### config.mk
export PLATFORM = sky130hd
export DESIGN_NAME = debounce_sync
export DESIGN_NICKNAME = d
export VERILOG_FILES = /design/src/rtl/debounce_sync.sv
export SDC_FILE = /design/constraint.sdc
export NUM_CORES = 1
export LEC_CHECK = 0
export CORE_AREA = 2 2 39 41
export DETAILED_ROUTE_END_ITERATION = 10
export DIE_AREA = 0 0 41 43
export RECOVER_POWER = 50
export SYNTH_ARGS = -nofsm -noshare
export SYNTH_HDL_FRONTEND = slang
export SYNTH_SLANG_ARGS = --single-unit
### constraint.sdc
create_clock -name clk -period 2.15 [get_ports clk]
set_input_delay 0.3225 -clock clk [delete_from_list [all_inputs] [get_ports clk]]
set_output_delay 0.3225 -clock clk [all_outputs]
set_load 0.03 [all_outputs]
### src/rtl/debounce_sync.sv
// Debounces a raw button/switch level into a registered level plus one-cycle rise/fall pulses.
// Optional two-flop input synchronizer enabled by defining DEBOUNCE_SYNC_EN.
module debounce_sync #(
  parameter int unsigned STABLE_CYCLES = 20
) (
  input  logic clk,
  input  logic rst,
  input  logic btn,
  output logic db,
  output logic rise,
  output logic fall
);

  localparam int unsigned TW = (STABLE_CYCLES + 1 > 1) ? $clog2(STABLE_CYCLES + 1) : 1;
  localparam logic [TW-1:0] TLOAD = TW'(STABLE_CYCLES - 1);

  typedef enum logic [1:0] {
    ZERO      = 2'd0,
    WAIT_ONE  = 2'd1,
    ONE       = 2'd2,
    WAIT_ZERO = 2'd3
  } state_t;

  state_t        state;
  logic [TW-1:0] timer;
  logic          s;

`ifdef DEBOUNCE_SYNC_EN
  logic [1:0] sync;

  always_ff @(posedge clk or negedge rst) begin
    if (!rst) begin
      sync <= '0;
    end else begin
      sync <= {sync[0], btn};
    end
  end

  assign s = sync[1];
`else
  assign s = btn;
`endif

  // db changes on the same edge that leaves a WAIT state, so it is never a decode of state.
  always_ff @(posedge clk or negedge rst) begin
    if (!rst) begin
      state <= ZERO;
      timer <= '0;
      db    <= 1'b0;
      rise  <= 1'b0;
      fall  <= 1'b0;
    end else begin
      rise <= 1'b0;
      fall <= 1'b0;
      case (state)
        ZERO: begin
          if (s) begin
            state <= WAIT_ONE;
            timer <= TLOAD;
          end
        end
        WAIT_ONE: begin
          if (!s) begin
            state <= ZERO;
          end else if (timer != '0) begin
            timer <= timer - 1'b1;
          end else begin
            state <= ONE;
            db    <= 1'b1;
            rise  <= 1'b1;
          end
        end
        ONE: begin
          if (!s) begin
            state <= WAIT_ZERO;
            timer <= TLOAD;
          end
        end
        WAIT_ZERO: begin
          if (s) begin
            state <= ONE;
          end else if (timer != '0) begin
            timer <= timer - 1'b1;
          end else begin
            state <= ZERO;
            db    <= 1'b0;
            fall  <= 1'b1;
          end
        end
        default: begin
          state <= ZERO;
          timer <= '0;
          db    <= 1'b0;
        end
      endcase
    end
  end

endmodule

* After elaboration in Yosys (flattened, before gate mapping)
Index checks and enable logic that the tools add are counted.
** Word-level totals
- Register bits :: 10
- Input port bits :: 3
- Output and inout port bits :: 3
- Word-level logic and storage cells :: 46
** Cells by class
- Add/subtract/negate cells :: 1
- Eq/ne operators :: 11
- Multiplexer cells :: 23
- Reduce and logical (&&, ||, !) cells :: 6
** Operators by type and width (count)
- $mux 5 :: 5
- $pmux 5 s4 :: 1
- $mux 2 :: 6
- $ne 2x2->1 const B :: 6
- $mux 1 :: 9
- $pmux 2 s4 :: 1
- $reduce_and 4->1 :: 2
- $ne 3x3->1 const B :: 2
- $reduce_and 5->1 :: 1
- $reduce_bool 5->1 :: 1
- $sub 5x1->5 const B :: 1
- $eq 2x2->1 const B :: 2
- $eq 2x1->1 const B :: 1
- $logic_not 2->1 :: 1
- $pmux 1 s2 :: 1
- $reduce_bool 2->1 :: 1

* Depth between registers and ports, before layout
- Depth after elaboration :: 4
- Gate-level depth with buffers :: 5
- Mapped depth without buffers :: 5

* Worst setup path before layout
No wires, ideal clock.
- Path kind :: register -> register
- From :: register timer[0]
- To :: register timer[0]
- Library setup time :: 0.125 ns
- Arrival :: 1.375 ns
- Data required time :: 2.025 ns
- Setup slack :: 0.650 ns
- Stages on the path, launching flop included :: 6
- Buffers on the path :: 0
- Clock period less this slack :: 1.500 ns
- Cell sequence :: dfrtp_1 -> inv_1 -> ha_1 -> nor4b_4 -> or3_4 -> mux2_2
** On the way
- Cells in the longest elaborated chain, start to end :: 4
- Elaborated cells between the ends (all ways) :: 6
- Classes of those cells :: 1 x add/sub; 4 x mux; 1 x reduce/logical
** Ends and longest elaborated chain
- start: declaration :: RTL line 25 : logic [TW-1:0] timer;
- start signal: assignment :: RTL line 66 : timer <= timer - 1'b1;
- start signal: assignment :: RTL line 83 : timer <= timer - 1'b1;
- $sub 5x1->5 / $reduce_bool 5->1 (equally long branches)
- $mux 5 * :: RTL line 65, 82
- $mux 5, on equally long branches :: RTL line 80, 63
- $pmux 5 s4 * :: RTL line 55 : case (state)
Every way passes the cells marked *; elsewhere a longest branch is shown, timed or not. The select of a mux whose other input is x is not followed.
A chain may end at the register's enable or synchronous reset.

* Worst setup path after layout
- From :: register db
- To :: output port db
** RTL lines
- start: declaration :: RTL line 9 : output logic db,
- start signal: assignment :: RTL line 49 : db <= 1'b0;
- start signal: assignment :: RTL line 69 : db <= 1'b1;
- start signal: assignment :: RTL line 86 : db <= 1'b0;
No word-level cell between the ends.

==> key figures <==
STA
  • Period utilisation layout: approximately three quarters
  • Setup violators final: 0
  • Worst slew pin tran: 483 ps
  • Worst setup margin: between 500 and 600 ps
  • Max Fclk: 621 MHz
  • Final Slew Violations: 0
  • Final setup skew: 5.75 ps
  • Setup tns final: 0 ps
  • RSZ-0062 raised after global routing: false
  • Min Tclk post-route: 1610 ps
  • Hold Vio Cnt, Final: 0
  • Final hold slack: 432 ps
  • Max-slew headroom: 67.6%

Global routing
  • GRT Util Overall: 12.0%
  • Vias in the first global route: 331
  • First-pass GRT wire length: 1340 um
  • Global route total overflow: 0
  • Largest net degree at the start of global routing: 11
  • Initial antenna violation count: 0

Floorplanning
  • Die Wd: just over 40 um
  • Height of the chip: 43 um
  • Std-Cell Rows: 14
  • Die area: 0.00176 mm^2
  • Initial Utilization: 33.9%
  • I/O pin cnt: 6
  • Floorplan core area: roughly 0.0014 mm^2

Detailed routing
  • Vias: 347
  • Met1 WL: 344 um
  • DR WL met3: 8 um
  • Final wirelength: between 700 and 800 um
  • Via-to-Cell Ratio: 5.18
  • Residual DRC: 0
  • Final ANT Viol Nets: 0
  • DR pass1 iterations: 2
  • Routed WL per cell: between 10 and 15 um
  • Top sig layer: met4
  • WL met2: between 400 and 500 um
  • DRT iter0 DRCs: 3

Clock tree
  • CTS tree: yes
  • CTS Hold Buffers Added: 0
  • Clock buffer depth: 2
  • Root Buffer: clkbuf_4
  • Setup Fix Bufs, Post-CTS: 0
  • CTS sink cnt: 10
  • H-tree depth: 1
  • Clock latency on the worst-skew pair: 270 ps
  • Resize count post-CTS: 0
  • Number of CTS-inserted buffers: 3
  • Clock transition at the registers of the reported paths: 70 ps

Synthesis
  • Synth warnings: 0
  • Post-synthesis cell type count: 22
  • Syn_area_per_cell: approximately 11 um^2
  • Synthesized area: 469 um^2
  • Syn nets: 46
  • Post-synth top area share: 53.3%
  • Syn Inst Count: 42
  • Leading area contributor after synthesis: dfrtp_1
  • Synth Register Bits: 10
  • Register area share after synthesis: 53.3%
  • Synth area leaders: dfrtp_1 (53%), inv_1 (6.4%), nor4b_4 (5.1%), o21ai_0 (4.3%), o41ai_1 (3.7%)

Setup path
  • Worst Path Buf+Inv: 1
  • CP Data Arrival Time: 1290 ps
  • Crit-path max FO: 2
  • Worst Setup Path Type: flip-flop to primary output
  • Worst setup EP type: primary output
  • Critical Path RT: 1830 ps
  • Slowest-stage cell, CP: clkdlybuf4s50_1
  • Critical path cell sequence: clkdlybuf4s50_1
  • Max stage delay on crit path: 670 ps
  • CP startpoint kind: flip-flop
  • Cell family with most CP delay: buffers and inverters

Hold path
  • Worst Hold Class: input pin to asynchronous set/reset pin

Power
  • Tot Pwr: just under 0.7 mW
  • Leakage power figure: 0.254 nW
  • Maximum VDD drop: 0.484 mV
  • PwrDens: between 1000 and 1500 mW/mm^2

Final layout
  • Layout cells sized above 1: between 10% and 20%
  • Finished Core Util: about two fifths
  • Fillers: 142
  • Commonest non-fill, non-tap cell in the layout: dfrtp_1
  • Fin cells: between 60 and 70
  • Diodes inserted: 0
  • Final Instance Area: 576 um^2
  • Syn-to-layout area delta: 22.7%
  • Multi-input logic area: between 150 and 200 um^2
  • Reg area: 250 um^2
  • Most frequent cells in the layout: dfrtp_1 (10), inv_1 (8), o21ai_0 (4), clkdlybuf4s50_1 (4), clkbuf_4 (3)
  • Layout Nets: 56

Placed design
  • Port buffer count: 5
  • DP Worst Slack: 349 ps
  • Placed cell areas: 539 um^2
  • DP HPWL: 592 um
  • Inst Count DP: 63
  • GP Congestion: 0.763

Flow run
  • Max-cap violations: 0

Outcome
  • Status: completed
==> kinds of logic (layout without fill, tap and decap cells) <==
group | count (synthesis) | count (layout) | share of synthesized area (%)
buf+inv | 8 | 17 | 6.40
fa+ha+maj | 1 | 1 | 2.67
simple gates | 8 | 8 | 14.1
compound gates | 12 | 12 | 17.1
xor+xnor | 1 | 1 | 1.87
mux | 2 | 2 | 4.53
flops | 10 | 10 | 53.3
==> cell type report <==
class	count	area share (%)
Clock buffer	4	6.30
Inverter	8	5.22
Multi-Input combinational cell	24	32.8
Sequential cell	10	43.5
Tap cell	16	3.48
Timing Repair Buffer	5	8.70
==> synth_stat cells <==
cell type  instances
a21oi_1            1
a2bb2oi_1          1
a31oi_1            1
dfrtp_1           10
ha_1               1
inv_1              8
mux2_2             1
mux2i_1            1
nand2_1            1
nand3_1            1
nor2_1             1
nor2b_1            1
nor3_1             1
nor4b_4            1
o21ai_0            4
o21ai_1            1
o22a_1             1
o31a_1             1
o41ai_1            2
or3_4              1
or4_1              1
xnor2_1            1
==> power by group <==
part	internal, mW	switching, mW	leakage, nW	total, mW
sequential	0.245	0.0753	0.123	0.320
clock	0.103	0.0660	0.0210	0.169
combinational	0.0998	0.0933	0.110	0.193
total	0.448	0.235	0.254	0.682
==> final timing paths <==
kind / cells after the start / startpoint / end / slack [ps]
max: 1 / db$_DFFE_PN0P_ / db / 540
min: 1 / rst / timer[2]$_DFFE_PN0P_ / 430
max reg2reg: 5 / timer[0]$_DFFE_PN0P_ / timer[0]$_DFFE_PN0P_ / 560
min reg2reg: 1 / flip-flop / rise$_DFF_PN0_ / 470
max in group asynchronous: 1 / rst / state[0]$_DFFE_PN0P_ / 1410
min in group clk: 1 / flip-flop / rise$_DFF_PN0_ / 470
==> registers in the layout, indices dropped and copies added, names as in the netlist, named ones only <==
name / count
fall: 1
rise: 1
state: 1
db: 1
timer: 5
==> metal layers <==
metal / up-vias / GRT usage (%)
met4: 0 / 12.0
li1: 168 / -
met2: 3 / 15.0
met3: 2 / 3.14
met5: - / 0
met1: 174 / 15.6
No activity file was read; power rests on OpenSTA's default activity.
